==> src/rtl/zet_wb_arbiter.sv <==
// Two-master, one-slave Wishbone arbiter for the 16-bit memory bus.
// Master 0 (PF) is the read-only prefetch unit that streams with cyc held high.
// Master 1 (DAT) is the data/IO master. DAT has priority, but PF is guaranteed
// PF_MIN acks per grant before DAT may take the bus, and only on an ack cycle.
module zet_wb_arbiter #(
  parameter int unsigned PF_MIN = 4
) (
  input  logic        wb_clk_i,
  input  logic        wb_rst_i,
  // master 0: prefetch (read-only)
  input  logic [19:1] m0_adr_i,
  input  logic [1:0]  m0_sel_i,
  input  logic        m0_cyc_i,
  input  logic        m0_stb_i,
  output logic [15:0] m0_dat_o,
  output logic        m0_ack_o,
  // master 1: data / IO
  input  logic [19:1] m1_adr_i,
  input  logic [15:0] m1_dat_i,
  input  logic [1:0]  m1_sel_i,
  input  logic        m1_we_i,
  input  logic        m1_cyc_i,
  input  logic        m1_stb_i,
  output logic [15:0] m1_dat_o,
  output logic        m1_ack_o,
  // slave
  output logic [19:1] s_adr_o,
  output logic [15:0] s_dat_o,
  output logic [1:0]  s_sel_o,
  output logic        s_we_o,
  output logic        s_cyc_o,
  output logic        s_stb_o,
  input  logic [15:0] s_dat_i,
  input  logic        s_ack_i,
  // current grant, one-hot: [0]=PF, [1]=DAT
  output logic [1:0]  gnt_o
);

  typedef enum logic [1:0] {
    IDLE    = 2'd0,
    GNT_PF  = 2'd1,
    GNT_DAT = 2'd2
  } state_t;

  state_t     state_reg, state_next;
  logic [3:0] pf_cnt_reg, pf_cnt_next;

  // The ack being counted now is included when testing the quota, so DAT can
  // take over on exactly the PF_MIN-th ack rather than one transfer later.
  logic [4:0] pf_cnt_inc;
  logic       pf_quota_met;
  logic [1:0] ack_vec;

  assign pf_cnt_inc   = {1'b0, pf_cnt_reg} + 5'd1;
  assign pf_quota_met = (pf_cnt_inc >= 5'(PF_MIN));

  // State and PF transfer counter registers
  always_ff @(posedge wb_clk_i) begin
    if (wb_rst_i) begin
      state_reg  <= IDLE;
      pf_cnt_reg <= 4'd0;
    end else begin
      state_reg  <= state_next;
      pf_cnt_reg <= pf_cnt_next;
    end
  end

  // Next-state arbitration: DAT wins ties, PF preemption only on an ack
  always_comb begin
    state_next  = state_reg;
    pf_cnt_next = pf_cnt_reg;
    case (state_reg)
      IDLE: begin
        if (m1_cyc_i) begin
          state_next = GNT_DAT;
        end else if (m0_cyc_i) begin
          state_next  = GNT_PF;
          pf_cnt_next = 4'd0;
        end
      end
      GNT_DAT: begin
        // DAT holds the bus until it drops cyc; hand straight to PF if waiting
        if (!m1_cyc_i) begin
          if (m0_cyc_i) begin
            state_next  = GNT_PF;
            pf_cnt_next = 4'd0;
          end else begin
            state_next = IDLE;
          end
        end
      end
      GNT_PF: begin
        if (!m0_cyc_i) begin
          state_next = m1_cyc_i ? GNT_DAT : IDLE;
        end else if (s_ack_i && m1_cyc_i && pf_quota_met) begin
          state_next = GNT_DAT;
        end else if (s_ack_i && (pf_cnt_reg != 4'hF)) begin
          pf_cnt_next = pf_cnt_reg + 4'd1;
        end
      end
      default: begin
        state_next = IDLE;
      end
    endcase
  end

  // Slave-side mux: route the granted master, quiet bus when idle
  always_comb begin
    s_adr_o = '0;
    s_dat_o = m1_dat_i;
    s_sel_o = '0;
    s_we_o  = 1'b0;
    s_cyc_o = 1'b0;
    s_stb_o = 1'b0;
    gnt_o   = 2'b00;
    case (state_reg)
      GNT_PF: begin
        s_adr_o = m0_adr_i;
        s_sel_o = m0_sel_i;
        s_cyc_o = m0_cyc_i;
        s_stb_o = m0_stb_i;
        gnt_o   = 2'b01;
      end
      GNT_DAT: begin
        s_adr_o = m1_adr_i;
        s_sel_o = m1_sel_i;
        s_we_o  = m1_we_i;
        s_cyc_o = m1_cyc_i;
        s_stb_o = m1_stb_i;
        gnt_o   = 2'b10;
      end
      default: ;
    endcase
  end

  // Ack steering: only the granted master ever sees the slave ack
  for (genvar gi = 0; gi < 2; gi++) begin : g_ack
    assign ack_vec[gi] = s_ack_i & gnt_o[gi];
  end

  assign m0_ack_o = ack_vec[0];
  assign m1_ack_o = ack_vec[1];

  // Read data is shared and unregistered; the ack tells each master when it is valid
  assign m0_dat_o = s_dat_i;
  assign m1_dat_o = s_dat_i;

endmodule
==> config.mk <==
export PLATFORM = sky130hd
export DESIGN_NAME = zet_wb_arbiter
export DESIGN_NICKNAME = d
export VERILOG_FILES = /design/src/rtl/zet_wb_arbiter.sv
export SDC_FILE = /design/constraint.sdc
export NUM_CORES = 1
export LEC_CHECK = 0
export BUFFER_PORTS_ARGS = -buffer_cell sky130_fd_sc_hd__buf_2
export CAP_MARGIN = 5
export CORE_ASPECT_RATIO = 1.5
export CORE_MARGIN = 2
export CORE_UTILIZATION = 30
export DETAILED_ROUTE_END_ITERATION = 8
export MAX_ROUTING_LAYER = met4
export PLACE_DENSITY = 0.83
export SETUP_SLACK_MARGIN = 0.3
export SLEW_MARGIN = 20
export SYNTH_ARGS = -nofsm -noshare
export SYNTH_HDL_FRONTEND = slang
export SYNTH_SLANG_ARGS = --single-unit
==> constraint.sdc <==
create_clock -name wb_clk_i -period 1.95 [get_ports wb_clk_i]
set_clock_uncertainty 0.1 [all_clocks]
set_input_delay 0.0975 -clock wb_clk_i [delete_from_list [all_inputs] [get_ports wb_clk_i]]
set_output_delay 0.0975 -clock wb_clk_i [all_outputs]
set_load 0.005 [all_outputs]
# After elaboration in Yosys (flattened, before gate mapping)
# Index checks and enable logic that the tools add are counted.
# word_totals
reg_bits	6
wordCells	46
# classes
add_sub_neg	2
n_lt_le_gt_ge	1
n_eq_ne	11
n_mux	20
bitwise_logic	2
n_reduce_logical	8
# op_table
cell	n
$pmux W19 S2	1
$mux W4	5
$mux W2	6
$ne A2 B2 Y1 const B	5
$pmux W2 S2	2
$pmux W4 S2	1
$ne A3 B3 Y1 const B	2
$pmux W2 S3	1
$reduce_and A6 Y1	1
$add A4 B1 Y5 const B	1
$ge A5 B3 Y1 const B	1
$add A4 B1 Y4 const B	1
$ne A4 B4 Y1 const B	1
$pmux W1 S2	2
$logic_and A1 B1 Y1	3
$reduce_and A3 Y1	1
$and A1 B1 Y1	2
$eq A2 B1 Y1 const B	1
$eq A2 B2 Y1 const B	1
$logic_not A2 Y1	1
$mux W1	2
$ne A2 B1 Y1 const B	1
$reduce_bool A2 Y1	1
$reduce_or A2 Y1	1

# Logic depth before layout (Yosys ltp)
# Gate-level depths: netlist of the first run.
# logic_depth
ltp_word	6
mapped_depth	7

# Worst setup path before layout of the first run
# OpenSTA, ideal clock, no wires.
# synth_path
path_type	reg2reg
startpoint	reg state_reg[0]
endpoint	reg pf_cnt_reg[3]
setup_time_ns	0.074
arrival_time_ns	1.758
slack_ns	0.018
path_stages_with_launch	8
cell_sequence	dfxtp_1 inv_1 ha_1 clkbuf_1 o21ai_2 nand3_1 or4_1 a31oi_1
# synth_via
elab_chain_len	4
elab_cells_between_ends	12
classes_between	7 x eq/ne; 1 x mux; 4 x reduce/logical
# synth_rtl
element	line	text
start: declaration	45	state_t state_reg, state_next;
start signal: assignment	63	state_reg <= state_next;
$eq A2 B2 Y1 / $logic_not A2 Y1 (equally long branches)	72	case (state_reg)
$reduce_or A2 Y1 (no line)	-	
$ne A2 B2 Y1 (no line), or another cell as far along	-	
$reduce_and A6 Y1 (no line)	-	
end signal: assignment	64	pf_cnt_reg <= pf_cnt_next;
end: declaration	46	logic [3:0] pf_cnt_reg, pf_cnt_next;
# Parallel ways exist; a longest one is shown, timed or not.
# A chain may end at the register's enable or synchronous reset.

# Final worst setup path of the first run
# layout_path
startpoint	reg pf_cnt_reg[0]
endpoint	reg pf_cnt_reg[2]
# layout_via
elab_chain_len	5
elab_cells_between_ends	13
classes_between	2 x add/sub; 1 x order compare; 3 x eq/ne; 4 x mux; 3 x reduce/logical
# layout_rtl
element	line	text
$add A4 B1 Y5 / $add A4 B1 Y4 (equally long branches)	54, 98	
$ge A5 B3 Y1 / $mux W4 (equally long branches)	55, 97	
$logic_and A1 B1 Y1 / $mux W4 (equally long branches)	95	end else if (s_ack_i && m1_cyc_i && pf_quota_met) begin
$ne A2 B2 Y1 (no line) / $mux W4 (equally long branches)	-	
$reduce_and A6 Y1 (no line) / $pmux W4 S2 (equally long branches)	-	
# Parallel ways exist; a longest one is shown, timed or not. The select of a mux whose other input is x is not followed.

==> flow_metrics.tcl, run 1 <==
set metrics [dict create \
    largest_register_ffs 4 \
    yosys_warnings 0 \
    clk_pin_slew_ns 0.04 \
    cp.depth 6 \
    cts-htree-levels 1 \
    first_pass_iters 4 \
    required_ns 1.96 \
    ys_types 33 \
    core.rowCount 28 \
    cts-root-buf "clkbuf_8" \
    clock_path_buffers 2 \
    num_vias 1322 \
    crit_path_end_kind "register" \
    syn-cell-area_sq_um 1260 \
    drc 0 \
    die_w_um 56.9 \
    timing.rr.end "pf_cnt_reg[2]" \
    p_per_area_nw_per_um2 822 \
    postRouteAntennaNets 0 \
    cp_slowest_stage_delay_ns 0.35 \
    rr_startpoint "pf_cnt_reg[0]" \
    synth_top_area_share_pct 28.6 \
    finalHoldViolations 0 \
    status "finished clean" \
    grt_pass1_vias 1300 \
    wl_per_cell_um 16.4 \
    final_common_cell "buf_2" \
    finalCoreUtilization_pct 40.7 \
    slew_viol_final 0 \
    swShare_pct 40.3 \
    crit_path_max_fanout 4 \
    p_int_uw 798 \
    start_util_pct 31.5 \
    critPathTopFamily "compound AO/OA/AOI/OAI gates" \
    place_congestion 0.847 \
    final.setup.tns_ns 0 \
    ir_drop_uv 397 \
    cts_tree "yes" \
    critPathLaunch "pf_cnt_reg[0]" \
    grt_max_degree 19 \
    crit_end "pf_cnt_reg[2]" \
    hold_ws_ns 0.0643 \
    synth_top_cell_by_area "buf_4" \
    critPathKind "register to register" \
    min_path_type "input pin to register" \
    cap_violations 0 \
    cellLeakagePower_uw 0.000725 \
    total_power_uw 1340 \
    totalWireLength_um 4110 \
    synthCells 169 \
    pin_count 158 \
    die_y_um 83.4 \
    cp-start-kind "register" \
    cp.buffers_inverters 1 \
    crit_chain "ha_4 -> or3_4 -> o311a_4 -> buf_6 -> o311ai_1 -> a31oi_2" \
    power_frac_seq_pct 12.7 \
    cp.arrival_ns 1.76 \
    slew_headroom_pct 79.6 \
    layout_common_cells "77 x buf_2, 18 x nor2b_1, 17 x a22oi_1, 9 x buf_4, 8 x nand2_1" \
    dpl.hpwl_um 3070 \
    clock-sinks 6 \
    rsz0062_at_grt "yes" \
    syn2layout_area_growth_pct 29.1 \
    cts_inserted_buffers 3 \
    yosysSeqAreaShare_pct 9.53 \
    clock_latency_ns 0.23 \
    cts_hold_buf 0 \
    nets 297 \
    fmax_mhz 569 \
    drt-initial-drc-count 55 \
    antenna_found_initial 0 \
    p_switching_uw 538 \
    ys_ff_latch 6 \
    antenna_cells 0 \
    layout-drive-gt1-share_pct 59.2 \
    port_buffers 77 \
    cpMaxStageDelayCell "dfxtp_4" \
    min_period_over_period_pct 90.2 \
    via_per_inst 5.27 \
    p_comb_share_pct 73.0 \
    fin_crit_ns 1.76 \
    synth.avg_cell_area_sq_um 7.46 \
    synth_area_leaders "buf_4 29%, a22oi_1 13%, nor2b_1 11%" \
    setup_viol 0 \
    core_area_sq_um 3990 \
    worst_pin_slew_ns 0.301 \
    grt_pass1_wl_um 6290 \
    r2r_setup_slack_ns 0.19 \
    grt-ovfl-total 0 \
    synth_nets 258 \
    dieArea_sq_um 4750 \
    power.share.clock_pct 14.3 \
    reg2reg_depth 6 \
    grt_usage_pct 16.8 \
]
-- per-stage QoR --
| step | std cells | area (sq um) | worst slack (ns) |
|---|---|---|---|
| after floorplan | 169 | 1310 | 0.224 |
| after global placement | 242 | 1400 | 0.196 |
| after detailed placement | 242 | 1400 | 0.167 |
| after CTS | 251 | 1570 | 0.226 |
| after global routing | 251 | 1630 | 0.147 |
| final | 251 | 1630 | 0.191 |
-- cell usage after synthesis --
cell      count
or2_2         1
dfxtp_1       6
o311ai_0      2
a311oi_1      1
o31ai_1       1
o21ai_2       1
o211ai_1      1
buf_4        48
nand2_1       8
nand2b_1      4
or4_1         2
nor2b_1      22
ha_1          7
and2_1        5
a21oi_1       1
and2b_2       1
a22oi_1      22
nand3_1       3
clkbuf_1      7
nand4_1       2
buf_6         1
nand3b_1      1
o21ai_0       3
and3_1        1
a41oi_1       1
and4_1        1
a21boi_0      1
a31oi_1       4
o311a_2       1
mux2i_1       2
inv_1         5
a211o_1       2
or3_1         1
-- per-layer routing --
metal  vias up  GRT usage [%]  wire length [um]
met5         -              -                 0
met1       600           16.5              1390
met2        60           27.9              2090
met3        35           5.45               426
li1        627              -                 -
met4         0           10.1               205
-- power by group through the flow --
stage	logic [uW]	clock network [uW]	registers, uW
final	976	191	169
after global routing	1070	199	172
after CTS	902	193	169
after detailed placement	781	0	164
after global placement	763	0	162
after floorplan	602	0	158
-- final cells by class --
cell class,instances,area (sq um)
inverters,5,21.3
fillers,422,2370
clock buffers,3,41.3
flip-flops and latches,6,133
repair buffers,90,510
multi-input cells,102,865
well taps,45,56.3
-- cell families (layout without fill, tap and decap cells) --
logic type	after synthesis	count (layout)	synth area share, %
compound gates	41	41	24.2
fa+ha+maj	7	7	6.95
buf+inv	61	98	33.1
flops	6	6	9.53
mux	2	2	1.59
simple gates	52	52	24.6
-- worst min path at each step --
stage / slack [ns] / from / depth (start not counted) / end
after floorplan: 0.06 / wb_rst_i / 1 / pf_cnt_reg[1]
after global placement: 0.1 / m1_dat_i[3] / 0 / s_dat_o[3]
after detailed placement: 0.1 / m1_dat_i[3] / 0 / s_dat_o[3]
after CTS: 0.05 / wb_rst_i / 2 / pf_cnt_reg[1]
after global routing: 0.07 / wb_rst_i / 2 / pf_cnt_reg[1]
final: 0.06 / wb_rst_i / 2 / pf_cnt_reg[2]
-- repair_timing --
item | in CTS | in global routing
setup buffers | 6 | 0
resized for setup | 18 | 17
pin swaps | 6 | 6
setup endpoints to repair | 29 | 26
Note: power is estimated with default switching activity, not from simulation.
==> run 2, diff against run 1 <==
--- a/config.mk
+++ b/config.mk
@@ -5,7 +5,7 @@
 export SDC_FILE = /design/constraint.sdc
 export NUM_CORES = 1
 export LEC_CHECK = 0
-export BUFFER_PORTS_ARGS = -buffer_cell sky130_fd_sc_hd__buf_2
+export BUFFER_PORTS_ARGS = -buffer_cell sky130_fd_sc_hd__buf_4
 export CAP_MARGIN = 5
 export CORE_ASPECT_RATIO = 1.5
 export CORE_MARGIN = 2
==> run 2 against run 1 <==
Maximum frequency about the same; register-to-register slack about the same; utilization up 7.0 points; routed wire length rose by 1.5%; combinational power increased by 23%; clock power is 4% higher; cell count increased by 1.2%; non-clock buffer count up 3; critical path depth fell by 1; largest power group unchanged.
==> flow_metrics.tcl, run 2 (synthesized netlist as in run 1, its figures left out) <==
set metrics [dict create \
    status "finished clean" \
    grt_pass1_wl_um 6290 \
    first_pass_iters 4 \
    antenna_cells 0 \
    nets 300 \
    postRouteAntennaNets 0 \
    place_ws_ns 0.178 \
    crit_chain "ha_4 -> or3_4 -> o311a_4 -> or4_1 -> a31oi_1" \
    drt-initial-drc-count 24 \
    clock_latency_ns 0.23 \
    crit_path_end_kind "register" \
    core_area_sq_um 3990 \
    die_y_um 83.4 \
    place_area_sq_um 1590 \
    hold_path_depth 0 \
    hold_ws_ns 0.0950 \
    layout-drive-gt1-share_pct 60.8 \
    multiInputGateArea_sq_um 881 \
    grt-ovfl-total 0 \
    slew_headroom_pct 80.2 \
    grt_pass1_vias 1320 \
    core.rowCount 28 \
    wl_per_cell_um 16.4 \
    dpl.hpwl_um 3130 \
    p_per_area_nw_per_um2 823 \
    final_cell_area_sq_um 1910 \
    ir_drop_uv 416 \
    clock_path_buffers 2 \
    fmax_mhz 568 \
    cts-root-buf "clkbuf_8" \
    min_path_type "input pin to output pin" \
    port_buffers 77 \
    reg2reg_depth 5 \
    cp-start-kind "register" \
    hold_end "s_dat_o[15]" \
    slew_viol_final 0 \
    cts_inserted_buffers 3 \
    cellLeakagePower_uw 0.000795 \
    via_per_inst 5.17 \
    r2r_setup_slack_ns 0.19 \
    required_ns 2.01 \
    fillers 410 \
    cpMaxStageDelayCell "or4_1" \
    drc 0 \
    clock-sinks 6 \
    start_util_pct 31.5 \
    fin_ws_ns 0.190 \
    finalHoldViolations 0 \
    antenna_found_initial 0 \
    die_w_um 56.9 \
    cts_tree "yes" \
    setup_viol 0 \
    cts-htree-levels 1 \
    seqCellArea_sq_um 130 \
    cp_slowest_stage_delay_ns 0.50 \
    totalWireLength_um 4170 \
    cp.arrival_ns 1.82 \
    cap_violations 0 \
    syn2layout_area_growth_pct 51.3 \
    layout_common_cells "85 x buf_4, 22 x nor2b_1, 13 x a22oi_2, 9 x a22oi_1, 8 x nand2_1" \
    final.setup.tns_ns 0 \
    fin_crit_ns 1.76 \
    largest_register_ffs 4 \
    rsz0062_at_grt "yes" \
    hp-start "m1_dat_i[15]" \
    place_congestion 0.850 \
    rr_startpoint "pf_cnt_reg[0]" \
    min_period_over_period_pct 90.3 \
    grt_max_degree 17 \
    critPathKind "register to register" \
    num_vias 1312 \
    grt_usage_pct 16.9 \
    crit_path_max_fanout 5 \
    worst_pin_slew_ns 0.294 \
    timing.rr.end "pf_cnt_reg[2]" \
    dieArea_sq_um 4750 \
    pin_count 158 \
    final_common_cell "buf_4" \
    clk_pin_slew_ns 0.04 \
]
-- run 2: layout make-up --
cell class	instances	area share, %
clock buffer	3	2.17
sequential	6	6.82
tap	45	2.95
multi-input combinational	102	46.2
inverter	5	1.25
timing repair buffer	93	40.6
-- run 2: how the worst max path moves through the flow --
stage | startpoint | endpoint | cells after the start
after floorplan | state_reg[0] | pf_cnt_reg[3] | 7
after global placement | pf_cnt_reg[0] | pf_cnt_reg[2] | 5
after detailed placement | state_reg[1] | pf_cnt_reg[3] | 6
after CTS | pf_cnt_reg[0] | pf_cnt_reg[2] | 5
after global routing | pf_cnt_reg[0] | pf_cnt_reg[2] | 5
final | pf_cnt_reg[0] | pf_cnt_reg[2] | 5
-- run 2: per-layer routing --
| metal | vias to the layer above | GRT usage (%) | routed length (um) |
|---|---|---|---|
| li1 | 631 | - | - |
| met1 | 598 | 16.9 | 1320 |
| met2 | 49 | 27.2 | 2230 |
| met3 | 34 | 5.76 | 409 |
| met4 | 0 | 11.4 | 216 |
| met5 | - | - | 0 |
-- run 2: report_power, final --
part | leakage [uW] | internal (uW) | switching [uW]
Sequential | 0.0000511 | 145 | 27.8
Clock | 0.0000216 | 134 | 65.1
Combinational | 0.000722 | 704 | 495
Total | 0.000795 | 982 | 588
-- run 2: critical path: cells and delay by family, from the launching register on --
family | cells | cell delay (ns)
AND/OR/NAND/NOR | 2 | 0.83
flip-flops | 1 | 0.34
AO/OA/AOI/OAI | 2 | 0.26
adder cells (fa/ha/maj) | 1 | 0.17
-- run 2: repair_timing --
item	4_1_cts	5_1_grt
pin swaps	2	5
cloned	0	2
setup buffers	3	3
resized for setup	13	26
hold endpoints to repair	4	0
hold buffers	1	0
endpoints found under the setup margin	28	26
-- run 2: through the flow --
step | instances | power (uW) | utilization (%)
floorplan | 169 | 761 | -
global placement | 242 | 1020 | 39.9
detailed placement | 242 | 1030 | 39.9
CTS | 249 | 1360 | 43.1
global route | 254 | 1680 | 47.7
finish | 254 | 1570 | 47.7
